`src/rtl/control_sequencer_if.sv`:
```
// Strobe bundle between the hardwired control sequencer and the bus-based CPU datapath.
// The sequencer owns every strobe; the datapath side supplies the latched opcode, CON result and stop request.
interface control_sequencer_if;
   logic [4:0] opcode;
   logic       con_ff;
   logic       stop;

   logic PCout, ZHighout, ZLowout, MDRout, HIout, LOout, InPortout, Cout, BAout, R_out;
   logic MARin, MDRin, PCin, IRin, Yin, HIin, LOin, ZHighIn, ZLowIn, R_in, CONin, OutPortin;
   logic IncPC, Read, Write;
   logic GRA, GRB, GRC;
   logic [3:0] alu_op;
   logic run;
   logic illegal_op;

   modport master (
      input  opcode, con_ff, stop,
      output PCout, ZHighout, ZLowout, MDRout, HIout, LOout, InPortout, Cout, BAout, R_out,
      output MARin, MDRin, PCin, IRin, Yin, HIin, LOin, ZHighIn, ZLowIn, R_in, CONin, OutPortin,
      output IncPC, Read, Write, GRA, GRB, GRC, alu_op, run, illegal_op
   );

   modport slave (
      output opcode, con_ff, stop,
      input  PCout, ZHighout, ZLowout, MDRout, HIout, LOout, InPortout, Cout, BAout, R_out,
      input  MARin, MDRin, PCin, IRin, Yin, HIin, LOin, ZHighIn, ZLowIn, R_in, CONin, OutPortin,
      input  IncPC, Read, Write, GRA, GRB, GRC, alu_op, run, illegal_op
   );
endinterface

```
`src/rtl/control_sequencer.sv`:
```
// Hardwired T-state control unit: fetch in T0-T2, opcode-specific execute in T3-T7, halt at boundaries.
// Strobes are a Moore decode of (state, opcode); con_ff gates the branch PC load in T6.
module control_sequencer (
   input  logic                       clk,
   input  logic                       clr,
   control_sequencer_if.master        bus,
   output logic [3:0]                 state_o
);
   typedef enum logic [3:0] {
      S_RESET, S_T0, S_T1, S_T2, S_T3, S_T4, S_T5, S_T6, S_T7, S_HALT
   } state_t;

   localparam logic [4:0] OP_LD   = 5'b00000, OP_LDI  = 5'b00001, OP_ST   = 5'b00010,
                          OP_ADD  = 5'b00011, OP_SUB  = 5'b00100, OP_AND  = 5'b00101,
                          OP_OR   = 5'b00110, OP_ADDI = 5'b00111, OP_ANDI = 5'b01000,
                          OP_ORI  = 5'b01001, OP_BR   = 5'b01010, OP_JR   = 5'b01011,
                          OP_NOP  = 5'b01100, OP_HALT = 5'b01101;

   state_t     state_q, state_d, boundary_d;
   logic [4:0] op;
   logic       is_ldst, is_ld, is_st, is_ldi, is_alu, is_imm, is_br, is_jr, is_nop, is_halt, is_ill;
   logic [3:0] alu_sel;

   assign op      = bus.opcode;
   assign is_ld   = (op == OP_LD);
   assign is_st   = (op == OP_ST);
   assign is_ldi  = (op == OP_LDI);
   assign is_ldst = is_ld | is_st | is_ldi;
   assign is_alu  = (op == OP_ADD) | (op == OP_SUB) | (op == OP_AND) | (op == OP_OR);
   assign is_imm  = (op == OP_ADDI) | (op == OP_ANDI) | (op == OP_ORI);
   assign is_br   = (op == OP_BR);
   assign is_jr   = (op == OP_JR);
   assign is_nop  = (op == OP_NOP);
   assign is_halt = (op == OP_HALT);
   assign is_ill  = (op > OP_HALT);
   assign state_o = state_q;

   always_comb begin
      alu_sel = 4'd0;
      case (op)
         OP_SUB:          alu_sel = 4'd1;
         OP_AND, OP_ANDI: alu_sel = 4'd2;
         OP_OR,  OP_ORI:  alu_sel = 4'd3;
         default:         alu_sel = 4'd0;
      endcase
   end

   // stop is only honoured on the edge that ends an instruction's last state
   assign boundary_d = bus.stop ? S_HALT : S_T0;

   always_comb begin
      state_d = state_q;
      case (state_q)
         S_RESET: state_d = S_T0;
         S_T0:    state_d = S_T1;
         S_T1:    state_d = S_T2;
         S_T2:    state_d = S_T3;
         S_T3: begin
            if (is_halt)                        state_d = S_HALT;
            else if (is_jr || is_nop || is_ill) state_d = boundary_d;
            else                                state_d = S_T4;
         end
         S_T4:    state_d = S_T5;
         S_T5:    state_d = (is_ldi || is_alu || is_imm) ? boundary_d : S_T6;
         S_T6:    state_d = is_br ? boundary_d : S_T7;
         S_T7:    state_d = boundary_d;
         S_HALT:  state_d = S_HALT;
         default: state_d = S_RESET;
      endcase
   end

   always_ff @(posedge clk or posedge clr) begin
      if (clr) state_q <= S_RESET;
      else     state_q <= state_d;
   end

   always_comb begin
      {bus.PCout, bus.ZHighout, bus.ZLowout, bus.MDRout, bus.HIout, bus.LOout,
       bus.InPortout, bus.Cout, bus.BAout, bus.R_out} = '0;
      {bus.MARin, bus.MDRin, bus.PCin, bus.IRin, bus.Yin, bus.HIin, bus.LOin,
       bus.ZHighIn, bus.ZLowIn, bus.R_in, bus.CONin, bus.OutPortin} = '0;
      {bus.IncPC, bus.Read, bus.Write, bus.GRA, bus.GRB, bus.GRC} = '0;
      bus.alu_op     = 4'd0;
      bus.illegal_op = 1'b0;
      bus.run        = (state_q != S_RESET) && (state_q != S_HALT);
      case (state_q)
         S_T0: {bus.PCout, bus.MARin, bus.IncPC, bus.ZLowIn, bus.ZHighIn} = '1;
         S_T1: {bus.Read, bus.MDRin, bus.ZLowout, bus.PCin} = '1;
         S_T2: {bus.MDRout, bus.IRin} = '1;
         S_T3: begin
            if (is_ldst)               {bus.GRB, bus.BAout, bus.Yin} = '1;
            else if (is_alu || is_imm) {bus.GRB, bus.R_out, bus.Yin} = '1;
            else if (is_br)            {bus.GRA, bus.R_out, bus.CONin} = '1;
            else if (is_jr)            {bus.GRA, bus.R_out, bus.PCin} = '1;
            bus.illegal_op = is_ill;
         end
         S_T4: begin
            if (is_ldst)     {bus.Cout, bus.ZLowIn, bus.ZHighIn} = '1;
            else if (is_alu) {bus.GRC, bus.R_out, bus.ZLowIn, bus.ZHighIn} = '1;
            else if (is_imm) {bus.Cout, bus.ZLowIn, bus.ZHighIn} = '1;
            else if (is_br)  {bus.PCout, bus.Yin} = '1;
            if (is_alu || is_imm) bus.alu_op = alu_sel;
         end
         S_T5: begin
            if (is_ld || is_st)                 {bus.ZLowout, bus.MARin} = '1;
            else if (is_ldi || is_alu || is_imm) {bus.ZLowout, bus.GRA, bus.R_in} = '1;
            else if (is_br)                     {bus.Cout, bus.ZLowIn, bus.ZHighIn} = '1;
         end
         S_T6: begin
            if (is_ld)                   {bus.Read, bus.MDRin} = '1;
            else if (is_st)              {bus.GRA, bus.R_out, bus.MDRin} = '1;
            else if (is_br && bus.con_ff) {bus.ZLowout, bus.PCin} = '1;
         end
         S_T7: begin
            if (is_ld)      {bus.MDRout, bus.GRA, bus.R_in} = '1;
            else if (is_st) bus.Write = 1'b1;
         end
         default: ;
      endcase
   end
endmodule

```
`src/flat_wrapper.sv`:
```
// flat-port wrapper written by rule: the top's interface ports become plain ports
module control_sequencer_flat 
  (clk, clr, state_o, bus_opcode, bus_con_ff, bus_stop, bus_PCout, bus_ZHighout, bus_ZLowout, bus_MDRout, bus_HIout, bus_LOout, bus_InPortout, bus_Cout, bus_BAout, bus_R_out, bus_MARin, bus_MDRin, bus_PCin, bus_IRin, bus_Yin, bus_HIin, bus_LOin, bus_ZHighIn, bus_ZLowIn, bus_R_in, bus_CONin, bus_OutPortin, bus_IncPC, bus_Read, bus_Write, bus_GRA, bus_GRB, bus_GRC, bus_alu_op, bus_run, bus_illegal_op);
  control_sequencer_if bus_i ();
  input  logic clk;
  input  logic clr;
  output logic [3:0] state_o;
  input wire logic [$bits(bus_i.opcode)-1:0] bus_opcode;
  input wire logic [$bits(bus_i.con_ff)-1:0] bus_con_ff;
  input wire logic [$bits(bus_i.stop)-1:0] bus_stop;
  output wire logic [$bits(bus_i.PCout)-1:0] bus_PCout;
  output wire logic [$bits(bus_i.ZHighout)-1:0] bus_ZHighout;
  output wire logic [$bits(bus_i.ZLowout)-1:0] bus_ZLowout;
  output wire logic [$bits(bus_i.MDRout)-1:0] bus_MDRout;
  output wire logic [$bits(bus_i.HIout)-1:0] bus_HIout;
  output wire logic [$bits(bus_i.LOout)-1:0] bus_LOout;
  output wire logic [$bits(bus_i.InPortout)-1:0] bus_InPortout;
  output wire logic [$bits(bus_i.Cout)-1:0] bus_Cout;
  output wire logic [$bits(bus_i.BAout)-1:0] bus_BAout;
  output wire logic [$bits(bus_i.R_out)-1:0] bus_R_out;
  output wire logic [$bits(bus_i.MARin)-1:0] bus_MARin;
  output wire logic [$bits(bus_i.MDRin)-1:0] bus_MDRin;
  output wire logic [$bits(bus_i.PCin)-1:0] bus_PCin;
  output wire logic [$bits(bus_i.IRin)-1:0] bus_IRin;
  output wire logic [$bits(bus_i.Yin)-1:0] bus_Yin;
  output wire logic [$bits(bus_i.HIin)-1:0] bus_HIin;
  output wire logic [$bits(bus_i.LOin)-1:0] bus_LOin;
  output wire logic [$bits(bus_i.ZHighIn)-1:0] bus_ZHighIn;
  output wire logic [$bits(bus_i.ZLowIn)-1:0] bus_ZLowIn;
  output wire logic [$bits(bus_i.R_in)-1:0] bus_R_in;
  output wire logic [$bits(bus_i.CONin)-1:0] bus_CONin;
  output wire logic [$bits(bus_i.OutPortin)-1:0] bus_OutPortin;
  output wire logic [$bits(bus_i.IncPC)-1:0] bus_IncPC;
  output wire logic [$bits(bus_i.Read)-1:0] bus_Read;
  output wire logic [$bits(bus_i.Write)-1:0] bus_Write;
  output wire logic [$bits(bus_i.GRA)-1:0] bus_GRA;
  output wire logic [$bits(bus_i.GRB)-1:0] bus_GRB;
  output wire logic [$bits(bus_i.GRC)-1:0] bus_GRC;
  output wire logic [$bits(bus_i.alu_op)-1:0] bus_alu_op;
  output wire logic [$bits(bus_i.run)-1:0] bus_run;
  output wire logic [$bits(bus_i.illegal_op)-1:0] bus_illegal_op;
  assign bus_i.opcode = bus_opcode;
  assign bus_i.con_ff = bus_con_ff;
  assign bus_i.stop = bus_stop;
  assign bus_PCout = bus_i.PCout;
  assign bus_ZHighout = bus_i.ZHighout;
  assign bus_ZLowout = bus_i.ZLowout;
  assign bus_MDRout = bus_i.MDRout;
  assign bus_HIout = bus_i.HIout;
  assign bus_LOout = bus_i.LOout;
  assign bus_InPortout = bus_i.InPortout;
  assign bus_Cout = bus_i.Cout;
  assign bus_BAout = bus_i.BAout;
  assign bus_R_out = bus_i.R_out;
  assign bus_MARin = bus_i.MARin;
  assign bus_MDRin = bus_i.MDRin;
  assign bus_PCin = bus_i.PCin;
  assign bus_IRin = bus_i.IRin;
  assign bus_Yin = bus_i.Yin;
  assign bus_HIin = bus_i.HIin;
  assign bus_LOin = bus_i.LOin;
  assign bus_ZHighIn = bus_i.ZHighIn;
  assign bus_ZLowIn = bus_i.ZLowIn;
  assign bus_R_in = bus_i.R_in;
  assign bus_CONin = bus_i.CONin;
  assign bus_OutPortin = bus_i.OutPortin;
  assign bus_IncPC = bus_i.IncPC;
  assign bus_Read = bus_i.Read;
  assign bus_Write = bus_i.Write;
  assign bus_GRA = bus_i.GRA;
  assign bus_GRB = bus_i.GRB;
  assign bus_GRC = bus_i.GRC;
  assign bus_alu_op = bus_i.alu_op;
  assign bus_run = bus_i.run;
  assign bus_illegal_op = bus_i.illegal_op;
  control_sequencer u_core (.clk(clk), .clr(clr), .bus(bus_i), .state_o(state_o));
endmodule
```
`config.mk`:
```
export PLATFORM = sky130hd
export DESIGN_NAME = control_sequencer_flat
export DESIGN_NICKNAME = d
export VERILOG_FILES = /design/src/rtl/control_sequencer_if.sv /design/src/rtl/control_sequencer.sv /design/src/flat_wrapper.sv
export SDC_FILE = /design/constraint.sdc
export NUM_CORES = 1
export LEC_CHECK = 0
export ABC_AREA = 1
export CAP_MARGIN = 5
export CORE_AREA = 2 2 52 54
export CTS_CLUSTER_SIZE = 8
export DETAILED_ROUTE_END_ITERATION = 6
export DIE_AREA = 0 0 54 56
export HOLD_SLACK_MARGIN = 0.15
export PLACE_DENSITY = 0.74
export SLEW_MARGIN = 15
export SYNTH_ARGS = -nofsm -noshare
export SYNTH_HDL_FRONTEND = slang
export SYNTH_SLANG_ARGS = --single-unit
```
`constraint.sdc`:
```
create_clock -name clk -period 1.13 [get_ports clk]
set_input_delay 0.113 -clock clk [delete_from_list [all_inputs] [get_ports clk]]
set_output_delay 0.113 -clock clk [all_outputs]
set_load 0.03 [all_outputs]
```
==> results.ini, run 1 <==
[timing]
tns_ns=-15.56
fin_crit_ns=1.82
drv_slew=0
setup_ws_ns=-0.686
post-route-period-util_pct=161
rsz0062_at_grt=true
setup_violations=31
fin_skew_ns=0.00187
finalHoldViolations=0
max_freq_mhz=551

[finish]
fillCellCount=94
antenna_cells=0
multiInputGateArea_um2=917
drive_above_1_share_pct=74.0
largest_reg_flops=4
fin_nets=273
seqCellArea_um2=105
areaGrowthSynthToFinish_pct=173
design_area_um2=2220

[worst_setup_path]
worstRegToRegCells=11
cpMaxStageDelayCell=dfrtp_2
worstPathMaxFanout=4
cp-start-kind=flip-flop
worstSetupPathType=flip-flop to output pin
max_stage_delay_ns=0.46
worstPathCellList=buf_12, nor2_4, inv_2, nor2_4, inv_2, o21ai_2, buf_6
r2r-end=u_core.state_o[2]
cp_data_required_time_ns=1.02
rr_startpoint=u_core.state_o[3]
cp-end-kind=output pin
endpoint=bus_MARin
startpoint=u_core.state_o[1]
cp.arrival_ns=1.70
r2r_setup_slack_ns=-0.45

[grt]
antenna_found_initial=0
grt_first_pass_wirelength_mm=7.42
overflow=0
first_global_vias=1540
grt_usage_pct=33.2
grt_max_degree=8

[logic_synthesis]
synthTopCellsByCount=38 x nand2_1, 25 x inv_1, 23 x nor2_1
synth_cell_type_count=24
synth_top_area_share_pct=17.6
netlist_area_um2=812
async_flop_share_pct=100
ys.flop_type=dfrtp_1
syn_area_per_cell_um2=5.27
synth_warnings=0
yosysMostFrequentCell=nand2_1
synth-seq-area-share_pct=12.3
ys_seq_elements=4
syn_inst=154
synth_edf_count=0
synth_largest_area_cell=nand2_1
synth_area_leaders=nand2_1 18%, dfrtp_1 12%, inv_1 12%, nor2_1 11%, nand3_1 9.9%

[die]
die_area_um2=3020
pin_count=47
coreArea_um2=2430
die_x_um=54
initial_core_util_pct=33.4
rows=18
die_h_um=56

[worst_hold_path]
hold_class=primary input to flip-flop
hold_start=bus_opcode[3]

[cts]
htreeDepth=1
clock_latency_ns=0.25
cts-root-buf=clkbuf_4
cts_inserted_buffers=3
clk_path_buf_depth=2
path_clk_slew_ns=0.05
clock_sinks=4
cts_tree=done

[place]
gp_congestion=0.883
dp_slack_ns=-0.698
port_buffers=37
hpwl_mm=2.64
post_dp_cell_area_um2=1600

[power_and_ir_drop]
power_density_nw_per_um2=2270
p_leak_nw=1.14
ir_drop_mv=2.88
total_power_mw=5.02

[route]
routedWlPerCell_um=21.6
detail_route.iter0.violations=156
vias=1690
drc_errors=0
viasPerCell=5.79
totalWireLength_mm=6.30
antenna_left=0
drt_pass1_iterations=4

[run]
maxCapViolations=0

[run_status]
status=complete, but fails checks
violations=setup timing

-- stage by stage --
stage | instances | util, % | hold WS (ns)
CTS | 284 | 83.9 | 0.577
detailed placement | 266 | 65.9 | 0.302
global placement | 266 | 65.9 | 0.296
global route | 292 | 91.2 | 0.660
floorplan | 162 | - | -0.121
finish | 292 | 91.2 | 0.642
-- report_power, final --
part	total [mW]	switching [mW]	internal [mW]
Combinational	4.47	2.55	1.91
Clock	0.201	0.0810	0.120
Sequential	0.355	0.127	0.228
-- worst min-delay path by stage --
| stage | end | slack (ns) | cells after the start |
|---|---|---|---|
| after floorplan | u_core.state_o[0] | -0.12 | 1 |
| after global placement | u_core.state_o[2] | 0.30 | 2 |
| after detailed placement | u_core.state_o[3] | 0.30 | 2 |
| after CTS | u_core.state_o[0] | 0.58 | 2 |
| after global routing | u_core.state_o[3] | 0.66 | 7 |
| final | u_core.state_o[3] | 0.64 | 7 |
-- cell type report --
type	count	share of cell area (%)
Timing Repair Buffer	108	45.1
Multi-Input combinational cell	118	41.4
Inverter	29	6.09
Sequential cell	4	4.74
Tap cell	30	1.69
Clock buffer	3	1.02
-- logic make-up (layout without fill, tap and decap cells) --
family,after synthesis,after routing,synth area share [%]
buffers and inverters,40,140,24.2
flip-flops,4,4,12.3
other,1,9,0.462
AO/OA/AOI/OAI,14,14,9.71
AND/OR/NAND/NOR,95,95,53.3
-- repair_timing --
item	in CTS	in global routing
buffers inserted	15	11
setup endpoints to repair	29	29
pin swaps	17	17
resized for setup	84	44
hold buffers	1	0
endpoints found under the hold margin	4	0
-- routing by layer --
| layer | routed length (µm) | share of wire (%) | GRT usage [%] |
|---|---|---|---|
| met1 | 2150 | 34 | 38.5 |
| met5 | 0 | 0 | 0 |
| met4 | 381 | 6.0 | 14.3 |
| met3 | 817 | 13 | 7.80 |
| met2 | 2950 | 47 | 56.1 |
-- cells in the final DEF (no fill, tap or decap), drive strengths merged --
cell / instances
a22oi: 1
clkinv: 2
dlygate4sd3: 1
nor4: 1
clkdlybuf4s50: 3
buf: 100
nor3: 2
a21oi: 7
nand3b: 1
o211ai: 1
nand2: 42
clkbuf: 5
dfrtp: 4
nor2: 29
nand4: 2
inv: 27
nand3: 18
conb: 9
o21ai: 5
clkdlybuf4s15: 2
-- worst max-delay path, delay by kind of cell (launching register included) --
family	cells	cell delay (ns)
simple gates	2	0.37
buf+inv	4	0.52
compound gates	1	0.10
flops	1	0.46
No activity file was read; power rests on OpenSTA's default activity.
==> run 2, diff against run 1 <==
--- a/config.mk
+++ b/config.mk
@@ -13,7 +13,6 @@
 export DIE_AREA = 0 0 54 56
 export HOLD_SLACK_MARGIN = 0.15
 export PLACE_DENSITY = 0.74
-export SLEW_MARGIN = 15
 export SYNTH_ARGS = -nofsm -noshare
 export SYNTH_HDL_FRONTEND = slang
 export SYNTH_SLANG_ARGS = --single-unit
==> results of run 2 <==
The final DEF is identical to that of run 1; final timing and power are the same.
==> run 3, diff against run 2 <==
--- a/config.mk
+++ b/config.mk
@@ -13,6 +13,7 @@
 export DIE_AREA = 0 0 54 56
 export HOLD_SLACK_MARGIN = 0.15
 export PLACE_DENSITY = 0.74
+export SKIP_LAST_GASP = 1
 export SYNTH_ARGS = -nofsm -noshare
 export SYNTH_HDL_FRONTEND = slang
 export SYNTH_SLANG_ARGS = --single-unit
==> run 3 against run 2 <==
The run still ends with setup timing left. Global-route usage decreased by 2.3 points. Cell count down 0.34%. Combinational power shrank 12%. Via count down 6.7%. Power decreased by 12%. Fmax rose by 4.3%. Non-clock buffer count fell by 1. Setup slack better by 0.075 ns. First-iteration DRC count fell by 37%. Die area stayed put. Sequential power is 6.8% lower. Largest power group unchanged.
==> results.ini, run 3 (same netlist as run 1, synthesis figures left out) <==
[run_status]
status=complete, but fails checks
violations=setup timing

[cts]
path_clk_slew_ns=0.04
clock_latency_ns=0.24
cts_inserted_buffers=3
htreeDepth=1
clock_sinks=4
cts-root-buf=clkbuf_4
clk_path_buf_depth=2
cts_tree=done

[worst_setup_path]
rr_startpoint=u_core.state_o[3]
cpMaxStageDelayCell=dfrtp_2
crit_family=flip-flops
worstPathMaxFanout=4
endpoint=bus_PCin
cp-start-kind=flip-flop
max_stage_delay_ns=0.42
worstPathCellList=inv_2, nand2_4, buf_6, nor2_4, nand2_2, o211ai_1, buf_4
path_depth=7
r2r_setup_slack_ns=-0.41
cp_num_buf_inv=3
worstRegToRegCells=11
cp.arrival_ns=1.63
cp_data_required_time_ns=1.02
r2r-end=u_core.state_o[2]
startpoint=u_core.state_o[3]
worstSetupPathType=flip-flop to output pin
cp-end-kind=output pin

[route]
detail_route.iter0.violations=99
antenna_left=0
vias=1577
totalWireLength_mm=5.17
viasPerCell=5.42
routedWlPerCell_um=17.8
drc_errors=0
drt_pass1_iterations=4

[finish]
most-common-layout-cells=68 x buf_4, 28 x buf_6, 18 x nand2_1, 15 x nand2_2, 14 x nor2_1
areaGrowthSynthToFinish_pct=157
fin_cells=291
mostFrequentLayoutCell=buf_4
design_area_um2=2090
fillCellCount=127
antenna_cells=0
fin_nets=272
largest_reg_flops=4
drive_above_1_share_pct=70.1

[timing]
tns_ns=-13.86
fin_crit_ns=1.74
setup_violations=30
setup_ws_ns=-0.611
max_freq_mhz=574
post-route-period-util_pct=154
rsz0062_at_grt=true
finalHoldViolations=0
fin_skew_ns=0.00335
drv_slew=0

[place]
place_inst=266
post_dp_cell_area_um2=1600
port_buffers=37
gp_congestion=0.883
hpwl_mm=2.64

[die]
pin_count=47
die_area_um2=3020
die_x_um=54
coreArea_um2=2430
rows=18
die_h_um=56
initial_core_util_pct=33.4

[grt]
antenna_found_initial=0
grt_usage_pct=30.9
grt_first_pass_wirelength_mm=6.90
grt_max_degree=8
first_global_vias=1499
overflow=0

[worst_hold_path]
hold_class=flip-flop to flip-flop

[power_and_ir_drop]
ir_drop_mv=2.52
total_power_mw=4.45
power_density_nw_per_um2=2130
p_leak_nw=1.10

[run]
maxCapViolations=0

## run 3: how the worst min path moves through the flow
| stage | cells past startpoint | to | startpoint | slack, ns |
|---|---|---|---|---|
| floorplan | 1 | u_core.state_o[0] | clr | -0.12 |
| global placement | 2 | u_core.state_o[2] | clr | 0.30 |
| detailed placement | 2 | u_core.state_o[3] | clr | 0.30 |
| CTS | 2 | u_core.state_o[0] | u_core.state_o[3] | 0.58 |
| global route | 2 | u_core.state_o[0] | u_core.state_o[3] | 0.63 |
| finish | 2 | u_core.state_o[0] | u_core.state_o[3] | 0.62 |
## run 3: final cells by class
class	count	area, µm²	share of cell area (%)
Clock buffer	3	22.5	1.08
Inverter	29	128	6.10
Multi-Input combinational cell	118	857	41.0
Sequential cell	4	105	5.03
Tap cell	30	37.5	1.80
Timing Repair Buffer	107	941	45.0
## run 3: repair_timing
action / in CTS / in global routing
buffers inserted: 15 / 8
gates resized for setup: 74 / 21
hold buffers: 1 / 0
hold endpoints to repair: 4 / 0
pin swaps: 17 / 6
endpoints found under the setup margin: 29 / 30
## run 3: per-layer routing
layer,up-vias,wire [µm],track usage (%)
met5,-,0,0
met4,0,275,13.2
met3,31,400,5.38
met2,115,2550,53.1
met1,749,1950,36.0
li1,682,-,-
## run 3: power by group
part	switching [mW]	internal (mW)	total, mW
Clock	0.0659	0.119	0.185
Sequential	0.103	0.228	0.331
Combinational	2.26	1.67	3.93
## run 3: worst reg2reg max path: stages, from the launching register on
cell	delay, ns
dfrtp_2	0.42
inv_2	0.08
nand2_4	0.06
buf_6	0.12
nor2_4	0.16
buf_4	0.15
buf_6	0.10
buf_4	0.11
nand2_1	0.05
nor2_1	0.09
nor2_1	0.05
nand3_1	0.08
## run 3: per-stage QoR
stage	setup slack, ns	util (%)	hold WS (ns)
5_1_grt	-0.632	86.0	0.634
2_1_floorplan	-0.418	-	-0.121
4_1_cts	-0.549	82.5	0.578
3_5_place_dp	-0.698	65.9	0.302
6_report	-0.611	86.0	0.619
3_3_place_gp	-0.672	65.9	0.296
